### config.mk
export PLATFORM = sky130hd
export DESIGN_NAME = sram_ctrl_param
export DESIGN_NICKNAME = d
export VERILOG_FILES = /design/src/rtl/sram_ctrl_pkg.sv /design/src/rtl/sram_wait_cnt.sv /design/src/rtl/sram_ctrl_param.sv
export SDC_FILE = /design/constraint.sdc
export NUM_CORES = 1
export LEC_CHECK = 0
export BUFFER_PORTS_ARGS = -buffer_cell sky130_fd_sc_hd__buf_4
export CAP_MARGIN = 20
export CORE_ASPECT_RATIO = 2
export CORE_MARGIN = 2
export CORE_UTILIZATION = 30
export DETAILED_ROUTE_END_ITERATION = 8
export SETUP_SLACK_MARGIN = 0.1
export SLEW_MARGIN = 20
export SYNTH_ARGS = -nofsm -noshare
export SYNTH_HDL_FRONTEND = slang
export SYNTH_SLANG_ARGS = --single-unit
### constraint.sdc
create_clock -name clk -period 1.7 [get_ports clk]
set_input_delay 0.085 -clock clk [delete_from_list [all_inputs] [get_ports clk]]
set_output_delay 0.085 -clock clk [all_outputs]
set_load 0.05 [all_outputs]
### src/rtl/sram_ctrl_pkg.sv
// Shared types and default geometry for the parametrised SRAM controller.
package sram_ctrl_pkg;

  typedef enum logic [2:0] {
    ST_IDLE     = 3'd0,
    ST_RD_ACC   = 3'd1,
    ST_WR_SETUP = 3'd2,
    ST_WR_ACC   = 3'd3,
    ST_WR_HOLD  = 3'd4
  } sram_state_t;

  localparam int SRAM_ADDR_W   = 18;
  localparam int SRAM_DATA_W   = 16;
  localparam int SRAM_WAIT_CYC = 3;

  // Wide enough to hold WAIT_CYC-1 and never collapse to zero bits.
  function automatic int cnt_width(input int wait_cyc);
    return (wait_cyc < 1) ? 1 : $clog2(wait_cyc + 1);
  endfunction

endpackage

### src/rtl/sram_wait_cnt.sv
// Loadable down-counter that times the active strobe window of an access.
module sram_wait_cnt
  import sram_ctrl_pkg::*;
#(
  parameter int WAIT_CYC = SRAM_WAIT_CYC
) (
  input  logic clk,
  input  logic rst,
  input  logic i_load,
  input  logic i_dec,
  output logic o_zero
);

  localparam int CNT_W = cnt_width(WAIT_CYC);
  localparam logic [CNT_W-1:0] LOAD_VAL = CNT_W'(WAIT_CYC - 1);

  logic [CNT_W-1:0] r_cnt;

  always_ff @(posedge clk or negedge rst) begin
    if (!rst) begin
      r_cnt <= '0;
    end else if (i_load) begin
      r_cnt <= LOAD_VAL;
    end else if (i_dec && (r_cnt != '0)) begin
      r_cnt <= r_cnt - CNT_W'(1);
    end
  end

  assign o_zero = (r_cnt == '0);

endmodule

### src/rtl/sram_ctrl_param.sv
// Single-port asynchronous SRAM controller: valid/ready requests in,
// registered strobes and split tristate data bus out.
module sram_ctrl_param
  import sram_ctrl_pkg::*;
#(
  parameter  int ADDR_W   = SRAM_ADDR_W,
  parameter  int DATA_W   = SRAM_DATA_W,
  parameter  int WAIT_CYC = SRAM_WAIT_CYC,
  localparam int BE_W     = DATA_W / 8
) (
  input  logic              clk,
  input  logic              rst,
  input  logic              req_valid,
  output logic              req_ready,
  input  logic              req_we,
  input  logic [ADDR_W-1:0] req_addr,
  input  logic [DATA_W-1:0] req_wdata,
  input  logic [BE_W-1:0]   req_be,
  output logic              rd_valid,
  output logic [DATA_W-1:0] rd_data,
  output logic [ADDR_W-1:0] sram_addr,
  output logic [DATA_W-1:0] sram_dq_o,
  input  logic [DATA_W-1:0] sram_dq_i,
  output logic              sram_dq_oe,
  output logic [BE_W-1:0]   sram_be_n,
  output logic              sram_ce_n,
  output logic              sram_oe_n,
  output logic              sram_we_n
);

  sram_state_t r_state;
  sram_state_t w_next;
  logic        w_accept;
  logic        w_cnt_zero;
  logic        w_cnt_load;
  logic        w_cnt_dec;

  assign req_ready = (r_state == ST_IDLE) && rst;
  assign w_accept  = req_valid && req_ready;

  assign w_cnt_load = (w_accept && !req_we) || (r_state == ST_WR_SETUP);
  assign w_cnt_dec  = (r_state == ST_RD_ACC) || (r_state == ST_WR_ACC);

  sram_wait_cnt #(
    .WAIT_CYC(WAIT_CYC)
  ) u_wait_cnt (
    .clk    (clk),
    .rst    (rst),
    .i_load (w_cnt_load),
    .i_dec  (w_cnt_dec),
    .o_zero (w_cnt_zero)
  );

  always_comb begin
    w_next = r_state;
    case (r_state)
      ST_IDLE:     if (w_accept) w_next = req_we ? ST_WR_SETUP : ST_RD_ACC;
      ST_RD_ACC:   if (w_cnt_zero) w_next = ST_IDLE;
      ST_WR_SETUP: w_next = ST_WR_ACC;
      ST_WR_ACC:   if (w_cnt_zero) w_next = ST_WR_HOLD;
      ST_WR_HOLD:  w_next = ST_IDLE;
      default:     w_next = ST_IDLE;
    endcase
  end

  // Pin flops are decoded from the next state so strobes line up with the
  // state they belong to while still coming straight out of registers.
  always_ff @(posedge clk or negedge rst) begin
    if (!rst) begin
      r_state    <= ST_IDLE;
      sram_ce_n  <= 1'b1;
      sram_oe_n  <= 1'b1;
      sram_we_n  <= 1'b1;
      sram_be_n  <= '1;
      sram_dq_oe <= 1'b0;
      sram_addr  <= '0;
      sram_dq_o  <= '0;
      rd_data    <= '0;
      rd_valid   <= 1'b0;
    end else begin
      r_state  <= w_next;
      rd_valid <= 1'b0;
      if (w_accept) begin
        sram_addr <= req_addr;
        sram_dq_o <= req_wdata;
        sram_be_n <= req_we ? ~req_be : '0;
      end else if (w_next == ST_IDLE) begin
        sram_be_n <= '1;
      end
      if ((r_state == ST_RD_ACC) && w_cnt_zero) begin
        rd_valid <= 1'b1;
        rd_data  <= sram_dq_i;
      end
      sram_ce_n  <= (w_next == ST_IDLE);
      sram_oe_n  <= (w_next != ST_RD_ACC);
      sram_we_n  <= (w_next != ST_WR_ACC);
      sram_dq_oe <= (w_next == ST_WR_SETUP) || (w_next == ST_WR_ACC) ||
                    (w_next == ST_WR_HOLD);
    end
  end

  // The pad must never drive while the SRAM is driving back.
  a_oe_excl: assert property (@(posedge clk) disable iff (!rst)
                              !(!sram_oe_n && sram_dq_oe));

endmodule

==> impl_metrics.json <==
{
  "timing.final.crit_share_pct": 91.60,
  "worstMarginPinSlew_ps": 528.7,
  "endpoint_kind": "flop",
  "drv_slew": 0,
  "drtIter0Drc": 68,
  "synth_compound_area_share_pct": 2.385,
  "synthMuxAreaShare_pct": 23.33,
  "worstSkewPairLatency_ps": 320,
  "first_pass_iters": 3,
  "hpwl_um": 4408,
  "nNetsFinal": 389,
  "criticalPathCategory": "flop to flop",
  "drt-total-wl_um": 6463,
  "max_freq_mhz": 642.2,
  "crit_fanout": 8,
  "drive_above_1_share_pct": 59.35,
  "post-route-util_pct": 54.32,
  "core_area_sq_um": 7885,
  "hp-class": "input pin to asynchronous set/reset pin",
  "ys_ff_latch": 62,
  "vias": 1914,
  "drv_cap": 0,
  "ys_types": 23,
  "syn_inst": 152,
  "syn_area_per_cell_sq_um": 15.88,
  "syn_nets": 209,
  "htree_num_levels": 3,
  "finalHoldViolations": 2,
  "min_period_ps": 1557,
  "rows": 46,
  "ys_warn_count": 0,
  "overflow": 0,
  "globalRouteTotalUtil_pct": 15.24,
  "grt_pass1_wl_um": 9604,
  "dieHeight_um": 130.9,
  "synth-xor-area-share_pct": 0.3629,
  "antenna_found_initial": 0,
  "numCtsBuffers": 9,
  "r2r-start": "u_wait_cnt.r_cnt[0]",
  "setup_tns_ps": 0,
  "final_cell_mix": "buf_4 (119), dfrtp_1 (57), dlygate4sd3_1 (52), mux2_2 (47), clkbuf_16 (10)",
  "critPathArrivalTime_ps": 1760,
  "synth_top_family_by_area": "multiplexers",
  "synthAdderAreaFrac_pct": 0.5184,
  "ant_nets": 0,
  "grt_pass1_vias": 1997,
  "syn2layout_area_growth_pct": 77.45,
  "crit_start": "u_wait_cnt.r_cnt[0]",
  "wl_per_cell_um": 14.93,
  "n_antenna_cell": 0,
  "place.gp.congestion": 0.7220,
  "start_util_pct": 30.61,
  "io_pins": 114,
  "grt_setup_unrepaired": "true",
  "synth-simple-area-share_pct": 6.117,
  "cp_data_required_time_ps": 1900,
  "powerDensity_nw_per_um2": 2259,
  "leakage_nw": 2.016,
  "root_buffer": "clkbuf_16",
  "final_common_cell": "buf_4",
  "irDropWorstVdd_uv": 1117,
  "violations": "hold timing",
  "path_clk_slew_ps": 50,
  "viasPerCell": 4.420,
  "ctsLongestPathBuffers": 2,
  "cts_tree": "built",
  "slew-limit-headroom_pct": 64.64,
  "die_w_um": 67.43,
  "grt_max_degree": 36,
  "fin_worst_skew_ps": 6.422,
  "finalSetupViolCount": 0,
  "port_buffers": 113,
  "cts.sinks": 62,
  "ys_seq_area_share_pct": 64.54,
  "outcome": "finished, violations left",
  "drc": 0,
  "die_area_sq_um": 8823,
  "worstSetupStartpointType": "flop",
  "synth.cell_area_sq_um": 2414,
  "hold_ws_ps": -0.7798
}
[flip-flops by register name, summed over array words and instances, names as in the netlist, 2 cells and up]
name,count
rd_data,16
r_state,3
sram_dq_o,16
sram_be_n,2
sram_addr,18
u_wait_cnt.r_cnt,2
[worst max-delay path, stage by stage, from the launching register on]
cell and delay (ps):
dfrtp_1 390, inv_2 70, ha_4 150, nand2_4 60, nor3_4 220, clkbuf_16 220, mux2_2 320
[stage by stage]
step	std cells	setup WS [ps]	total power, mW	instance area, sq um
4_1_cts	430	126.5	9.630	4224
5_1_grt	433	82.58	10.13	4283
3_5_place_dp	361	138.4	7.759	3406
6_report	433	142.8	9.674	4283
2_1_floorplan	152	109.2	6.162	2422
3_3_place_gp	361	174.3	7.678	3406
[kinds of logic (layout without fill, tap and decap cells)]
kind of cell | Yosys count | count (layout)
DFF | 62 | 62
muxes | 50 | 50
and+or+nand+nor | 21 | 21
buffers and inverters | 9 | 194
AOI/OAI and AO/OA | 8 | 8
adders and majority gates | 1 | 1
xor gates and xnor gates | 1 | 1
[routing by layer]
layer / wire (um) / track usage (%) / up-vias
li1: - / - / 891
met1: 1926 / 13.13 / 944
met2: 3971 / 28.65 / 59
met3: 248 / 3.596 / 20
met4: 317 / 11.40 / 0
met5: 0 / 0 / -
[final timing paths]
check | cells after the start | slack (ps) | endpoint
max in group asynchronous | 3 | 540 | sram_we_n
min in group clk | 3 | 40 | sram_be_n[0]
worst max-delay path | 6 | 140 | rd_data[10]
worst max register to register | 6 | 140 | rd_data[10]
worst min register to register | 1 | 490 | sram_addr[3]
worst min-delay path | 3 | -0.8 | r_state[2]
[repair_timing]
action,CTS,global route
hold endpoints to repair,108,0
hold buffers,53,0
buffers inserted,0,2
endpoints found under the setup margin,0,12
gates resized for setup,0,7
[power breakdown]
part | switching, mW | leakage (nW) | internal [mW]
Sequential | 0.396 | 0.736 | 2.25
Combinational | 3.39 | 1.14 | 1.93
Clock | 0.612 | 0.142 | 1.10
[synthesized netlist by cell type]
cell	instances	area [sq um]
xnor2_1	1	8.760
nor3_4	2	32.53
mux2_2	48	540.5
o211ai_1	1	7.510
o32a_1	2	20.02
nor4b_1	1	8.760
mux2_1	2	22.52
ha_1	1	12.51
nor2b_1	3	18.77
nor2_1	6	22.52
nand3b_4	1	20.02
inv_1	3	11.26
and2_1	1	6.260
or3b_2	1	8.760
dfrtp_1	57	1426
and3b_1	1	8.760
buf_6	4	45.04
o21ai_0	3	15.01
a21o_1	2	15.01
buf_2	2	10.01
nand2_1	4	15.01
nand2b_1	1	6.260
dfstp_2	5	131.4
[area by class of cell]
cell class | count | area [sq um]
fillers | 669 | 3602
clock buffers | 13 | 270.3
clock inverters | 3 | 17.52
well taps | 96 | 120.1
flip-flops and latches | 62 | 1558
repair buffers | 175 | 1484
inverters | 3 | 11.26
multi-input cells | 81 | 822.0
Power figures use the tool's default switching activity.
